## config.mk

```make
export PLATFORM = sky130hd
export DESIGN_NAME = toggle_port_bridge_flat
export DESIGN_NICKNAME = d
export VERILOG_FILES = /design/src/rtl/toggle_port_bridge_if.sv /design/src/rtl/toggle_port_bridge.sv /design/src/flat_wrapper.sv
export SDC_FILE = /design/constraint.sdc
export NUM_CORES = 1
export LEC_CHECK = 0
export BUFFER_PORTS_ARGS = -buffer_cell sky130_fd_sc_hd__buf_2
export CORE_UTILIZATION = 30
export DETAILED_ROUTE_END_ITERATION = 7
export GPL_TIMING_DRIVEN = 0
export PLACE_DENSITY = 0.56
export SLEW_MARGIN = 20
export SYNTH_ARGS = -nofsm -noshare
export SYNTH_HDL_FRONTEND = slang
export SYNTH_SLANG_ARGS = --single-unit
```

## constraint.sdc

```tcl
create_clock -name clk -period 2.6 [get_ports clk]
set_input_delay 0.13 -clock clk [delete_from_list [all_inputs] [get_ports clk]]
set_output_delay 0.13 -clock clk [all_outputs]
set_load 0.005 [all_outputs]
```

## src/rtl/toggle_port_bridge_if.sv

```systemverilog
// rtl/toggle_port_bridge_if.sv - toggle-handshake master port plus held-strobe memory controller port
interface toggle_port_bridge_if #(
  parameter int addrwidth = 16,
  parameter int datawidth = 16
);
  logic [addrwidth:1]   port_a;
  logic [datawidth-1:0] port_q;
  logic                 port_we;
  logic                 port_rd_req;
  logic                 port_rd_ack;
  logic                 port_wr_req;
  logic                 port_wr_ack;
  logic [datawidth-1:0] port_d;

  logic [addrwidth:1]   mem_addr;
  logic [datawidth-1:0] mem_wdata;
  logic                 mem_wr;
  logic                 mem_req;
  logic                 mem_ack;
  logic [datawidth-1:0] mem_rdata;

  // master: test master and memory controller side; slave: the bridge
  modport master (
    output port_a, port_q, port_we, port_rd_req, port_wr_req, mem_ack, mem_rdata,
    input  port_rd_ack, port_wr_ack, port_d, mem_addr, mem_wdata, mem_wr, mem_req
  );
  modport slave (
    input  port_a, port_q, port_we, port_rd_req, port_wr_req, mem_ack, mem_rdata,
    output port_rd_ack, port_wr_ack, port_d, mem_addr, mem_wdata, mem_wr, mem_req
  );
endinterface

```

## src/rtl/toggle_port_bridge.sv

```systemverilog
// rtl/toggle_port_bridge.sv - toggle request port to held-strobe memory controller bridge with watchdog
module toggle_port_bridge #(
  parameter int addrwidth = 16,
  parameter int datawidth = 16,
  parameter int timeout   = 255
) (
  input  logic                 clk,
  input  logic                 reset_n,
  toggle_port_bridge_if.slave  bus,
  output logic                 timeout_err,
  output logic [15:0]          timeout_count
);

  typedef enum logic [1:0] {IDLE, ISSUE, DONE} state_t;

  localparam logic [15:0] WD_LAST   = 16'(timeout - 1);
  localparam logic [15:0] COUNT_MAX = 16'hFFFF;

  state_t               state, state_nxt;
  logic [15:0]          watchdog;
  logic                 rd_ack, wr_ack;
  logic [datawidth-1:0] rd_data;
  logic [addrwidth:1]   addr;
  logic [datawidth-1:0] wdata;
  logic                 wr, req;
  logic                 rd_pend, wr_pend, expired;

  assign bus.port_rd_ack = rd_ack;
  assign bus.port_wr_ack = wr_ack;
  assign bus.port_d      = rd_data;
  assign bus.mem_addr    = addr;
  assign bus.mem_wdata   = wdata;
  assign bus.mem_wr      = wr;
  assign bus.mem_req     = req;

  always_comb begin
    rd_pend   = bus.port_rd_req ^ rd_ack;
    wr_pend   = bus.port_wr_req ^ wr_ack;
    // watchdog counts completed ISSUE cycles, so this is the timeout-th cycle of mem_req
    expired   = (watchdog == WD_LAST);
    state_nxt = state;
    case (state)
      IDLE:    if (wr_pend || rd_pend) state_nxt = ISSUE;
      ISSUE:   if (bus.mem_ack || expired) state_nxt = DONE;
      DONE:    state_nxt = IDLE;
      default: state_nxt = IDLE;
    endcase
  end

  always_ff @(posedge clk or negedge reset_n) begin
    if (!reset_n) state <= IDLE;
    else          state <= state_nxt;
  end

  always_ff @(posedge clk or negedge reset_n) begin
    if (!reset_n) begin
      rd_ack        <= 1'b0;
      wr_ack        <= 1'b0;
      rd_data       <= '0;
      addr          <= '0;
      wdata         <= '0;
      wr            <= 1'b0;
      req           <= 1'b0;
      watchdog      <= '0;
      timeout_err   <= 1'b0;
      timeout_count <= '0;
    end else begin
      timeout_err <= 1'b0;
      case (state)
        IDLE: begin
          if (wr_pend) begin
            addr     <= bus.port_a;
            wdata    <= bus.port_q;
            wr       <= 1'b1;
            req      <= 1'b1;
            watchdog <= '0;
          end else if (rd_pend) begin
            addr     <= bus.port_a;
            wr       <= 1'b0;
            req      <= 1'b1;
            watchdog <= '0;
          end
        end
        ISSUE: begin
          // a late mem_ack coinciding with expiry still completes normally
          if (bus.mem_ack) begin
            req <= 1'b0;
            if (!wr) rd_data <= bus.mem_rdata;
          end else if (expired) begin
            req         <= 1'b0;
            timeout_err <= 1'b1;
            if (!wr) rd_data <= '1;
            if (timeout_count != COUNT_MAX) timeout_count <= timeout_count + 16'd1;
          end else begin
            watchdog <= watchdog + 16'd1;
          end
        end
        DONE: begin
          if (wr) wr_ack <= ~wr_ack;
          else    rd_ack <= ~rd_ack;
        end
        default: ;
      endcase
    end
  end

endmodule

```

## src/flat_wrapper.sv

```systemverilog
// flat-port wrapper written by rule: the top's interface ports become plain ports
module toggle_port_bridge_flat 
#(
  parameter int addrwidth = 16,
  parameter int datawidth = 16,
  parameter int timeout   = 255
)
  (clk, reset_n, timeout_err, timeout_count, bus_port_a, bus_port_q, bus_port_we, bus_port_rd_req, bus_port_wr_req, bus_mem_ack, bus_mem_rdata, bus_port_rd_ack, bus_port_wr_ack, bus_port_d, bus_mem_addr, bus_mem_wdata, bus_mem_wr, bus_mem_req);
  toggle_port_bridge_if #(.addrwidth(addrwidth), .datawidth(datawidth)) bus_i ();
  input  logic clk;
  input  logic reset_n;
  output logic timeout_err;
  output logic [15:0] timeout_count;
  input wire logic [$bits(bus_i.port_a)-1:0] bus_port_a;
  input wire logic [$bits(bus_i.port_q)-1:0] bus_port_q;
  input wire logic [$bits(bus_i.port_we)-1:0] bus_port_we;
  input wire logic [$bits(bus_i.port_rd_req)-1:0] bus_port_rd_req;
  input wire logic [$bits(bus_i.port_wr_req)-1:0] bus_port_wr_req;
  input wire logic [$bits(bus_i.mem_ack)-1:0] bus_mem_ack;
  input wire logic [$bits(bus_i.mem_rdata)-1:0] bus_mem_rdata;
  output wire logic [$bits(bus_i.port_rd_ack)-1:0] bus_port_rd_ack;
  output wire logic [$bits(bus_i.port_wr_ack)-1:0] bus_port_wr_ack;
  output wire logic [$bits(bus_i.port_d)-1:0] bus_port_d;
  output wire logic [$bits(bus_i.mem_addr)-1:0] bus_mem_addr;
  output wire logic [$bits(bus_i.mem_wdata)-1:0] bus_mem_wdata;
  output wire logic [$bits(bus_i.mem_wr)-1:0] bus_mem_wr;
  output wire logic [$bits(bus_i.mem_req)-1:0] bus_mem_req;
  assign bus_i.port_a = bus_port_a;
  assign bus_i.port_q = bus_port_q;
  assign bus_i.port_we = bus_port_we;
  assign bus_i.port_rd_req = bus_port_rd_req;
  assign bus_i.port_wr_req = bus_port_wr_req;
  assign bus_i.mem_ack = bus_mem_ack;
  assign bus_i.mem_rdata = bus_mem_rdata;
  assign bus_port_rd_ack = bus_i.port_rd_ack;
  assign bus_port_wr_ack = bus_i.port_wr_ack;
  assign bus_port_d = bus_i.port_d;
  assign bus_mem_addr = bus_i.mem_addr;
  assign bus_mem_wdata = bus_i.mem_wdata;
  assign bus_mem_wr = bus_i.mem_wr;
  assign bus_mem_req = bus_i.mem_req;
  toggle_port_bridge #(.addrwidth(addrwidth), .datawidth(datawidth), .timeout(timeout)) u_core (.clk(clk), .reset_n(reset_n), .bus(bus_i), .timeout_err(timeout_err), .timeout_count(timeout_count));
endmodule
```

==> metrics.cfg <==
[run_status]
outcome = complete, no violations

[floorplanning]
initial_core_util_pct = 31.06
std_cell_rows = 40
die_width_um = 114.2
die_height_um = 114.2
num_io_pins = 123
dieArea_sq_um = 13040
core_area_sq_um = 12160

[power_and_ir_drop]
netSwitchingPower_mw = 1.540
p_int_mw = 3.515
seq_power_share_pct = 40.3
power.clock.fraction_pct = 27.2
comb_power_share_pct = 32.5
p_leak_nw = 2.309
power.density_cell_area_nw_per_um2 = 1001
power_switching_share_pct = 30.47
power.ir.vdd_worst_v = 0.0005096

[synth]
complex_gate_fraction_of_the_synthesized_area_pct = 10.37
synth_simple_gate_area_share_pct = 14.84
synth_most_common_cell = dfrtp_1
synth_seq_area_share_pct = 57.63
synthDominantCellAreaShare_pct = 57.63
synthXorXnorAreaFrac_pct = 4.174
yosys_warnings = 0
post_synth_num_cell_types = 39
syn_area_sq_um = 3777
post_synth_most_frequent_cells = dfrtp_1, mux2_2, o21ai_0, nand2_1
synthAdderAreaFrac_pct = 0.9937
synth_top_cell_by_area = dfrtp_1
avgSynthCellArea_sq_um = 11.88
number_of_instances_in_the_synthesized_netlist = 318
synth.area.mux_share_pct = 10.14
postSynth.topFlopCell = dfrtp_1
synth-edff-count = 0
flops_latches_synth = 87
synth.area.top_cells = dfrtp_1, mux2_2, o21ai_0, o22a_1, xnor2_1
synthArstFlopShare_pct = 100.0
dominant_combinational_cell_family_by_area_after_synthesis = simple AND/OR/NAND/NOR gates
synthesis.nets = 375

[clocking]
cts.root.buffer_cell = clkbuf_16
clock-sinks = 87
clk_path_buf_depth = 2
clk-insertion-delay-late_ns = 0.35
cts_inserted_buffers = 9
tritoncts = done
h-tree-depth = 3
clk_pin_slew_worst_paths_ns = 0.07

[sta]
hold_slack_ns = 0.01275
timing.slew.headroom_pct = 36.45
setup_violations = 0
finalCriticalPeriod_ns = 2.497
timing_hold_violations_final = 0
layout_worst_path_cycle_share_pct = 96.03
worst_slew_pin_slew_ns = 0.9460
worst_clock_skew_ns = 0.01023
max_freq_ghz = 0.4005
count_of_final_max_slew_check_failures = 0
grt_setup_unrepaired = false

[place]
number_of_cells_in_the_design_after_placement = 608
dp_hpwl_um = 6238
gp_congestion = 0.7540
port-buffer-count = 121

[min_path]
hp-class = in2reg
hp-start = bus_mem_rdata[1]

[routing]
viasPerCell = 4.844
antenna_left = 0
post_drt_wl_per_cell_um = 13.81
detailedRoute.firstPassIterationCount = 4
drt-total-wl_um = 8756
violation_count_after_the_first_detailed_route_iteration = 159
post-route-drc-count = 0
routed-via-count = 3071

[grt]
grt_pass1_vias = 3057
grt_remaining_overflow = 0
initial_antenna_violation_count = 0
grt_first_pass_wirelength_um = 14720
grt_use_total_pct = 14.61
largest_net_degree_at_the_start_of_global_routing = 52

[worst_setup_path]
end_kind = register
critical_path.max_fanout = 9
critPathRequiredTime_ns = 2.83
wp_data_arrival_ns = 2.73
regToRegStartpoint = u_core.watchdog[10]
worst_setup_path_start_kind = register
startpoint_of_the_most_critical_setup_path = u_core.watchdog[10]
setup.worst_path.class = reg2reg

[final_layout]
drive_above_1_share_pct = 39.06
final_net_count = 518
fin_cells = 634
flow.area_growth_from_synthesis_pct = 33.72
n_antenna_cell = 0

[run]
maxCapViolations = 0

==> placed cells by master (no fill, tap or decap), drive strengths merged <==
| master | netlist | routed |
|---|---|---|
| nor2b | 1 | 1 |
| dfrtp | 87 | 87 |
| nor3 | 4 | 4 |
| a31oi | 4 | 4 |
| mux2 | 34 | 34 |
| clkinvlp | 0 | 2 |
| xnor2 | 13 | 13 |
| o22a | 16 | 16 |
| nor4 | 5 | 5 |
| nand2b | 4 | 4 |
| bufinv | 0 | 2 |
| xor2 | 5 | 5 |
| buf | 5 | 128 |
| nand3 | 15 | 15 |
| nand3b | 2 | 2 |
| o41ai | 1 | 1 |
| and3 | 4 | 4 |
| and4 | 3 | 3 |
| o31ai | 3 | 3 |
| a41oi | 1 | 1 |
| nand2 | 17 | 17 |
| and2 | 5 | 5 |
| clkbuf | 7 | 18 |
| nor3b | 2 | 2 |
| clkinv | 0 | 2 |
| nand4 | 16 | 16 |
| or3 | 1 | 1 |
| ha | 3 | 3 |
| or2 | 1 | 1 |
| or4b | 1 | 1 |
| nor2 | 15 | 15 |
| o21ai | 30 | 30 |
| a21oi | 5 | 5 |
| a21boi | 1 | 1 |
| or4 | 2 | 2 |
| dlygate4sd3 | 0 | 8 |
| nor4bb | 1 | 1 |
| inv | 4 | 4 |
==> worst max-delay path: stages (launching register included) <==
cell and delay, ns:
dfrtp_1 0.37, buf_6 0.13, or4_4 0.53, or4_4 0.59
nor4_4 0.30, nand4_1 0.13, mux2_1 0.32
==> kinds of logic after synthesis <==
group,count (synthesis)
XOR/XNOR,18
flip-flops,87
AO/OA/AOI/OAI,61
AND/OR/NAND/NOR,99
adder cells (fa/ha/maj),3
multiplexers,34
buffers and inverters,16
==> what timing repair did <==
action                                 in CTS  in global routing
endpoints found under the hold margin      42                  1
cloned                                      0                  0
pin swaps                                   0                  2
setup endpoints to repair                  14                 15
hold buffers                                7                  1
gates resized for setup                     2                  2
setup buffers                               0                  2
==> area by class of cell <==
class                   count  area (sq um)
inverters                   4         15.01
clock buffers              10         229.0
repair buffers            132         730.7
multi-input cells         215          1546
plain buffers              12         57.56
fillers                  1188          7111
well taps                 168         210.2
flip-flops and latches     87          2177
clock inverters             6         85.08
==> final timing paths <==
kind / end / slack (ns) / depth (start not counted)
max: u_core.timeout_count[15] / 0.10 / 6
min: u_core.bus.port_d[1] / 0.01 / 2
max reg2reg: u_core.timeout_count[15] / 0.10 / 6
min reg2reg: u_core.bus.mem_req / 0.47 / 2
max in group asynchronous: u_core.bus.mem_addr[16] / 1.68 / 3
min in group asynchronous: u_core.timeout_count[7] / 0.29 / 2
==> stage by stage <==
stage	setup slack [ns]	TNS, ns	utilization (%)	instance area, sq um	power [mW]
after floorplan	0.2228	0	-	3777	2.969
after detailed placement	-0.08439	-0.7418	38.01	4623	3.701
after global routing	0.004432	0	41.53	5051	5.376
final	0.1033	0	41.53	5051	5.055
after CTS	0.005364	0	41.26	5017	5.124
after global placement	-0.05043	-0.4686	37.77	4593	3.645
==> state kept, by name, indices dropped and copies added, names as in the netlist <==
register and cells:
u_core.watchdog 16, u_core.bus.port_d 16, u_core.timeout_err 1, u_core.timeout_count 16, u_core.bus.port_wr_ack 1, u_core.bus.port_rd_ack 1
u_core.bus.mem_req 1, u_core.state 2, u_core.bus.mem_wr 1, u_core.bus.mem_wdata 16, u_core.bus.mem_addr 16
==> routing by layer <==
metal  wire length (um)  vias up  track usage, %
met3                558       14           5.347
met1               3909     1507           17.89
li1                   -     1457               -
met2               4126       93           23.31
met4                162        0           5.974
met5                  0        -               0
==> power groups by stage <==
| stage | Sequential (mW) | Clock (mW) | Combinational, mW |
|---|---|---|---|
| 6_report | 2.04 | 1.37 | 1.64 |
| 3_3_place_gp | 2.04 | 0 | 1.61 |
| 5_1_grt | 2.09 | 1.47 | 1.82 |
| 3_5_place_dp | 2.06 | 0 | 1.64 |
| 2_1_floorplan | 2.09 | 0 | 0.883 |
| 4_1_cts | 2.04 | 1.42 | 1.66 |
Power figures use the tool's default switching activity.
